===== config.mk =====
export PLATFORM = sky130hd
export DESIGN_NAME = rotate_ddr_sched_flat
export DESIGN_NICKNAME = d
export VERILOG_FILES = /design/src/rtl/rotate_ddr_sched_if.sv /design/src/rtl/rotate_ddr_sched.sv /design/src/flat_wrapper.sv
export SDC_FILE = /design/constraint.sdc
export NUM_CORES = 1
export LEC_CHECK = 0
export ABC_CLOCK_PERIOD_IN_PS = 12800
export BUFFER_PORTS_ARGS = -buffer_cell sky130_fd_sc_hd__buf_2
export CAP_MARGIN = 5
export CORE_MARGIN = 2
export CORE_UTILIZATION = 37
export CTS_CLUSTER_DIAMETER = 80
export DETAILED_ROUTE_END_ITERATION = 10
export GPL_TIMING_DRIVEN = 0
export PLACE_DENSITY_LB_ADDON = 0.08
export REMOVE_ABC_BUFFERS = 1
export SLEW_MARGIN = 10
export SYNTH_ARGS = -nofsm -noshare
export SYNTH_HDL_FRONTEND = slang
export SYNTH_SLANG_ARGS = --single-unit

===== constraint.sdc =====
create_clock -name CLK_VIDEO -period 12.8 [get_ports CLK_VIDEO]
set_clock_uncertainty 0.05 [all_clocks]
set_input_delay 1.92 -clock CLK_VIDEO [delete_from_list [all_inputs] [get_ports CLK_VIDEO]]
set_output_delay 1.92 -clock CLK_VIDEO [all_outputs]
set_load 0.05 [all_outputs]

===== src/rtl/rotate_ddr_sched_if.sv =====
// DDRAM write-port bundle shared between the write scheduler and the HPS DDR bridge.
interface rotate_ddr_sched_if;
    logic        DDRAM_CLK;
    logic        DDRAM_BUSY;
    logic [7:0]  DDRAM_BURSTCNT;
    logic [28:0] DDRAM_ADDR;
    logic [63:0] DDRAM_DIN;
    logic [7:0]  DDRAM_BE;
    logic        DDRAM_WE;
    logic        DDRAM_RD;

    // Scheduler side: drives the command, observes the stall.
    modport master (
        output DDRAM_CLK,
        input  DDRAM_BUSY,
        output DDRAM_BURSTCNT,
        output DDRAM_ADDR,
        output DDRAM_DIN,
        output DDRAM_BE,
        output DDRAM_WE,
        output DDRAM_RD
    );

    // Memory side: consumes the command, raises the stall.
    modport slave (
        input  DDRAM_CLK,
        output DDRAM_BUSY,
        input  DDRAM_BURSTCNT,
        input  DDRAM_ADDR,
        input  DDRAM_DIN,
        input  DDRAM_BE,
        input  DDRAM_WE,
        input  DDRAM_RD
    );
endinterface


===== src/rtl/rotate_ddr_sched.sv =====
// Two-requester DDRAM write scheduler: per-requester FIFOs, round-robin grant,
// one registered command held stable until the DDR port accepts it.
module rotate_ddr_sched #(
    parameter logic [6:0] MEM_BASE = 7'b0010010,
    parameter int          DEPTH    = 8
) (
    input  logic        CLK_VIDEO,
    input  logic        reset,
    input  logic        a_wr,
    input  logic [24:0] a_addr,
    input  logic [31:0] a_data,
    output logic        a_full,
    output logic        a_ovf,
    input  logic        b_wr,
    input  logic [24:0] b_addr,
    input  logic [31:0] b_data,
    output logic        b_full,
    output logic        b_ovf,
    input  logic        ovf_clr,
    output logic        idle,
    rotate_ddr_sched_if.master ddr
);

    localparam int PW = $clog2(DEPTH);
    localparam int CW = PW + 1;
    localparam logic [CW-1:0] FULL_CNT = CW'(DEPTH);

    // A queued command keeps only addr[24:2] (word select + qword address) and the pixel.
    typedef struct packed {
        logic [22:0] addr;
        logic [31:0] data;
    } cmd_t;

    typedef enum logic {
        S_IDLE  = 1'b0,
        S_ISSUE = 1'b1
    } state_t;

    state_t      state, state_nxt;
    cmd_t        a_mem [DEPTH];
    cmd_t        b_mem [DEPTH];
    logic [PW-1:0] a_wp, a_rp, b_wp, b_rp;
    logic [CW-1:0] a_cnt, b_cnt, a_cnt_nxt, b_cnt_nxt;
    logic        a_push, b_push, a_pop, b_pop, load;
    logic        a_empty, b_empty, can_load, grant_a;
    logic        last_b;
    cmd_t        sel;
    logic [28:0] addr_q;
    logic [63:0] din_q;
    logic [7:0]  be_q;
    logic        we_q;
    logic        unused_addr_bits;

    assign unused_addr_bits = ^{a_addr[1:0], b_addr[1:0]};

    assign ddr.DDRAM_CLK      = CLK_VIDEO;
    assign ddr.DDRAM_BURSTCNT = 8'd1;
    assign ddr.DDRAM_RD       = 1'b0;
    assign ddr.DDRAM_ADDR     = addr_q;
    assign ddr.DDRAM_DIN      = din_q;
    assign ddr.DDRAM_BE       = be_q;
    assign ddr.DDRAM_WE       = we_q;

    // Push/pop decisions, round-robin grant and next-state; a full FIFO rejects a push even while popping.
    always_comb begin
        a_empty   = (a_cnt == '0);
        b_empty   = (b_cnt == '0);
        a_push    = a_wr & ~a_full;
        b_push    = b_wr & ~b_full;
        can_load  = (state == S_IDLE) | ~ddr.DDRAM_BUSY;
        grant_a   = (!a_empty && !b_empty) ? last_b : !a_empty;
        a_pop     = can_load & ~a_empty & grant_a;
        b_pop     = can_load & ~b_empty & ~grant_a;
        load      = a_pop | b_pop;
        sel       = grant_a ? a_mem[a_rp] : b_mem[b_rp];
        a_cnt_nxt = a_cnt + CW'(a_push) - CW'(a_pop);
        b_cnt_nxt = b_cnt + CW'(b_push) - CW'(b_pop);
        state_nxt = S_IDLE;
        if (load) begin
            state_nxt = S_ISSUE;
        end else if (state == S_ISSUE && ddr.DDRAM_BUSY) begin
            state_nxt = S_ISSUE;
        end
    end

    // FIFO storage needs no reset; only pointers and counts define validity.
    always_ff @(posedge CLK_VIDEO) begin
        if (a_push) begin
            a_mem[a_wp] <= '{addr: a_addr[24:2], data: a_data};
        end
        if (b_push) begin
            b_mem[b_wp] <= '{addr: b_addr[24:2], data: b_data};
        end
    end

    // FIFO pointers, counts, full flags and sticky overflow flags (a set beats a same-cycle clear).
    always_ff @(posedge CLK_VIDEO or posedge reset) begin
        if (reset) begin
            a_wp   <= '0;
            a_rp   <= '0;
            b_wp   <= '0;
            b_rp   <= '0;
            a_cnt  <= '0;
            b_cnt  <= '0;
            a_full <= 1'b0;
            b_full <= 1'b0;
            a_ovf  <= 1'b0;
            b_ovf  <= 1'b0;
        end else begin
            if (a_push) a_wp <= a_wp + PW'(1);
            if (a_pop)  a_rp <= a_rp + PW'(1);
            if (b_push) b_wp <= b_wp + PW'(1);
            if (b_pop)  b_rp <= b_rp + PW'(1);
            a_cnt  <= a_cnt_nxt;
            b_cnt  <= b_cnt_nxt;
            a_full <= (a_cnt_nxt == FULL_CNT);
            b_full <= (b_cnt_nxt == FULL_CNT);
            if (a_wr && a_full) begin
                a_ovf <= 1'b1;
            end else if (ovf_clr) begin
                a_ovf <= 1'b0;
            end
            if (b_wr && b_full) begin
                b_ovf <= 1'b1;
            end else if (ovf_clr) begin
                b_ovf <= 1'b0;
            end
        end
    end

    // Issue FSM: loads the output command on a pop and holds it untouched while the port stalls.
    always_ff @(posedge CLK_VIDEO or posedge reset) begin
        if (reset) begin
            state  <= S_IDLE;
            we_q   <= 1'b0;
            addr_q <= {MEM_BASE, 22'd0};
            din_q  <= '0;
            be_q   <= '0;
            last_b <= 1'b1;
            idle   <= 1'b1;
        end else begin
            state <= state_nxt;
            we_q  <= (state_nxt == S_ISSUE);
            idle  <= (a_cnt_nxt == '0) && (b_cnt_nxt == '0) && (state_nxt == S_IDLE);
            if (load) begin
                addr_q <= {MEM_BASE, sel.addr[22:1]};
                din_q  <= {sel.data, sel.data};
                be_q   <= sel.addr[0] ? 8'hF0 : 8'h0F;
                last_b <= b_pop;
            end
        end
    end

endmodule


===== src/flat_wrapper.sv =====
// flat-port wrapper written by rule: the top's interface ports become plain ports
module rotate_ddr_sched_flat 
#(
    parameter logic [6:0] MEM_BASE = 7'b0010010,
    parameter int          DEPTH    = 8
)
  (CLK_VIDEO, reset, a_wr, a_addr, a_data, a_full, a_ovf, b_wr, b_addr, b_data, b_full, b_ovf, ovf_clr, idle, ddr_DDRAM_CLK, ddr_DDRAM_BUSY, ddr_DDRAM_BURSTCNT, ddr_DDRAM_ADDR, ddr_DDRAM_DIN, ddr_DDRAM_BE, ddr_DDRAM_WE, ddr_DDRAM_RD);
  rotate_ddr_sched_if ddr_i ();
  input  logic CLK_VIDEO;
  input  logic reset;
  input  logic a_wr;
  input  logic [24:0] a_addr;
  input  logic [31:0] a_data;
  output logic a_full;
  output logic a_ovf;
  input  logic b_wr;
  input  logic [24:0] b_addr;
  input  logic [31:0] b_data;
  output logic b_full;
  output logic b_ovf;
  input  logic ovf_clr;
  output logic idle;
  output wire logic [$bits(ddr_i.DDRAM_CLK)-1:0] ddr_DDRAM_CLK;
  input wire logic [$bits(ddr_i.DDRAM_BUSY)-1:0] ddr_DDRAM_BUSY;
  output wire logic [$bits(ddr_i.DDRAM_BURSTCNT)-1:0] ddr_DDRAM_BURSTCNT;
  output wire logic [$bits(ddr_i.DDRAM_ADDR)-1:0] ddr_DDRAM_ADDR;
  output wire logic [$bits(ddr_i.DDRAM_DIN)-1:0] ddr_DDRAM_DIN;
  output wire logic [$bits(ddr_i.DDRAM_BE)-1:0] ddr_DDRAM_BE;
  output wire logic [$bits(ddr_i.DDRAM_WE)-1:0] ddr_DDRAM_WE;
  output wire logic [$bits(ddr_i.DDRAM_RD)-1:0] ddr_DDRAM_RD;
  assign ddr_DDRAM_CLK = ddr_i.DDRAM_CLK;
  assign ddr_i.DDRAM_BUSY = ddr_DDRAM_BUSY;
  assign ddr_DDRAM_BURSTCNT = ddr_i.DDRAM_BURSTCNT;
  assign ddr_DDRAM_ADDR = ddr_i.DDRAM_ADDR;
  assign ddr_DDRAM_DIN = ddr_i.DDRAM_DIN;
  assign ddr_DDRAM_BE = ddr_i.DDRAM_BE;
  assign ddr_DDRAM_WE = ddr_i.DDRAM_WE;
  assign ddr_DDRAM_RD = ddr_i.DDRAM_RD;
  rotate_ddr_sched #(.MEM_BASE(MEM_BASE), .DEPTH(DEPTH)) u_core (.CLK_VIDEO(CLK_VIDEO), .reset(reset), .a_wr(a_wr), .a_addr(a_addr), .a_data(a_data), .a_full(a_full), .a_ovf(a_ovf), .b_wr(b_wr), .b_addr(b_addr), .b_data(b_data), .b_full(b_full), .b_ovf(b_ovf), .ovf_clr(ovf_clr), .idle(idle), .ddr(ddr_i));
endmodule

==> flow_summary.toml <==
[critical_path]
required_ns = 10.83
crit_path_end_kind = "primary output"
crit_arrival_ns = 6.84
crit_chain = "clkbuf_16, clkbuf_16, buf_2"
critical_path.startpoint_type = "clock port"
crit_slowest_cell = "buf_2"
crit_type = "clock port to primary output"
path_max_fanout = 2
cpMostUsedCell = "clkbuf_16"
cpPeakStageDelay_ns = 0.20

[cells_and_area]
layout_common_cells = "edfxtp_1 (880), buf_2 (216), mux4_2 (124), clkbuf_16 (108), mux2i_1 (87)"
drive_gt1_frac = 0.325
final_nets = 2128
fill_cells = 8477
syn2layout_area_growth_pct = 19.3
final_util = 0.445
mostFrequentLayoutCell = "edfxtp_1"
layout.cells.non_filler = 3384

[outcome]
outcome = "finished clean"

[floorplanning]
chipWidth_um = 322
rows = 116
fp.dieArea_mm2 = 0.103
coreArea_mm2 = 0.100
initial_utilization = 0.373
die_h_um = 322
io_pins = 237

[logic_synthesis]
syn_avg_cell_area_um2 = 22.0
netlist_area_mm2 = 0.0373
synth_top_area_frac = 0.708
yosysSeqAreaShare = 0.764
yosys.area.top_type = "edfxtp_1"
ys_seq_elements = 963
syn_inst = 1693
yosysWarningCount = 0
synth.distinct_cells = 42
synthArstFlopShare = 0.0862
synth_edf_count = 880
yosys_most_used_dff = "edfxtp_1"
netlist_top_cells_area = "edfxtp_1 (71%), mux4_2 (7.5%), mux4_1 (5.6%), dfrtp_1 (5.4%), mux2i_1 (2.3%)"

[min_path]
min_path_type = "flip-flop to flip-flop"

[timing]
slew_headroom = 0.428
setup_viol = 0
whs_ns = 0.442
tns_ns = 0
hold_viol_final = 0
max_slew.worst_pin.slew_ns = 0.856
rsz0062_at_grt = "no"
drv_slew = 0

[clock_network]
clock_latency_ns = 0.77
ctsHoldBuffers = 0
cts_resized = 0
post_cts_buffers = 0
cts_tree = "done"
clkTransAtPathRegs_ns = 0.06

[pwr]
switching_share = 0.334
clock_power_share = 0.282
p_seq_frac = 0.401
irDropWorstVdd_uv = 101
power_density_mw_per_mm2 = 242
p_int_mw = 7.18
p_leak_nw = 15.3
power.total_mw = 10.8
power_switching_mw = 3.60
power_frac_comb = 0.317

[placed_design]
hpwl_um = 59800
dp_cells = 3182
io_buffers = 216
gp_congestion = 0.705

[grt]
overflow = 0
grt_pass1_vias = 18267
grt_max_degree = 57
antenna_found_initial = 32
grt_pass1_wl_um = 129000
grt_usage = 0.174

[routing]
detail_route.wl_per_cell_um = 26.5
ant_nets = 0
drtIter0Drc = 1129
drc = 0
drt_wl_total_um = 89700
viasPerCell = 5.16
firstDrtPassIters = 4
vias = 17459

[flow_run]
maxCapViolCount = 0
[stage by stage]
step	area [um^2]	worst slack (ns)
2_1_floorplan	36500	4.43
3_3_place_gp	39200	0.778
3_5_place_dp	41000	4.24
4_1_cts	44500	3.98
5_1_grt	44500	3.97
6_report	44500	3.99
[per-layer routing]
layer  vias up  global-route usage  share of wire
met5         -                   0         0.0016
met4        26              0.0398          0.018
met3       139              0.0368          0.047
met2       364               0.293           0.50
met1      9287               0.234           0.44
li1       7643                   -              -
[cell type report]
class	instances	area, um^2	share of cell area
antenna	4	10.0	0.000225
clock buffer	146	2980	0.0669
clock inverter	53	531	0.0119
inverter	20	80.1	0.00180
multi-input combinational	584	8030	0.180
sequential	963	28500	0.641
tap	1298	1620	0.0365
timing repair buffer	316	2730	0.0614
[cell usage after synthesis (all sizes together), types with 2 or more instances]
| master | count |
|---|---|
| a21o | 2 |
| a21oi | 3 |
| a22oi | 55 |
| a32oi | 14 |
| and2 | 2 |
| buf | 111 |
| clkbuf | 29 |
| conb | 2 |
| dfrtp | 81 |
| dfstp | 2 |
| edfxtp | 880 |
| fa | 2 |
| ha | 14 |
| inv | 20 |
| mux2 | 43 |
| mux2i | 87 |
| mux4 | 204 |
| nand2 | 16 |
| nand2b | 20 |
| nor2 | 15 |
| nor2b | 4 |
| nor3 | 7 |
| o21ai | 57 |
| or3b | 2 |
| xnor2 | 7 |
| xor2 | 5 |
[power groups by stage]
stage / Sequential, mW / Clock [mW] / Combinational [mW]
2_1_floorplan: 5.01 / 0 / 1.58
3_3_place_gp: 4.82 / 0.0149 / 3.14
3_5_place_dp: 4.40 / 0.0149 / 3.49
4_1_cts: 4.34 / 3.13 / 3.49
5_1_grt: 4.38 / 3.26 / 3.65
6_report: 4.32 / 3.03 / 3.42
[cell families (layout without fill, tap and decap cells)]
kind of cell | after synthesis | in the layout | synth area share
other cells | 2 | 20 | 0.000201
buf+inv | 160 | 535 | 0.0254
simple gates | 71 | 71 | 0.00989
xor+xnor | 12 | 12 | 0.00282
flops | 963 | 963 | 0.764
compound gates | 135 | 135 | 0.0242
mux | 334 | 334 | 0.168
fa+ha+maj | 16 | 16 | 0.00577
[registers in the layout (all words and copies together), names as in the netlist, 4 cells and up]
name,flops
u_core.b_mem,440
u_core.a_cnt,4
u_core.ddr.DDRAM_ADDR,22
u_core.b_cnt,4
u_core.a_mem,440
u_core.ddr.DDRAM_DIN,32
[critical path: cells and delay by family]
family | cells | cell delay, ns
buf+inv | 3 | 0.44
[final timing paths]
kind                                               start                       end  slack, ns  cells past startpoint
worst max-delay path                           CLK_VIDEO             ddr_DDRAM_CLK       3.99                      3
max in group asynchronous                          reset  u_core.ddr.DDRAM_DIN[44]      10.88                      3
worst max register to register           u_core.b_cnt[2]               u_core.idle       9.20                     15
min in group asynchronous                          reset            u_core.a_wp[1]       1.09                      2
worst min register to register  u_core.ddr.DDRAM_ADDR[3]  u_core.ddr.DDRAM_ADDR[3]       0.44                      2
worst min-delay path            u_core.ddr.DDRAM_ADDR[3]  u_core.ddr.DDRAM_ADDR[3]       0.44                      2
Note: power is estimated with default switching activity, not from simulation.
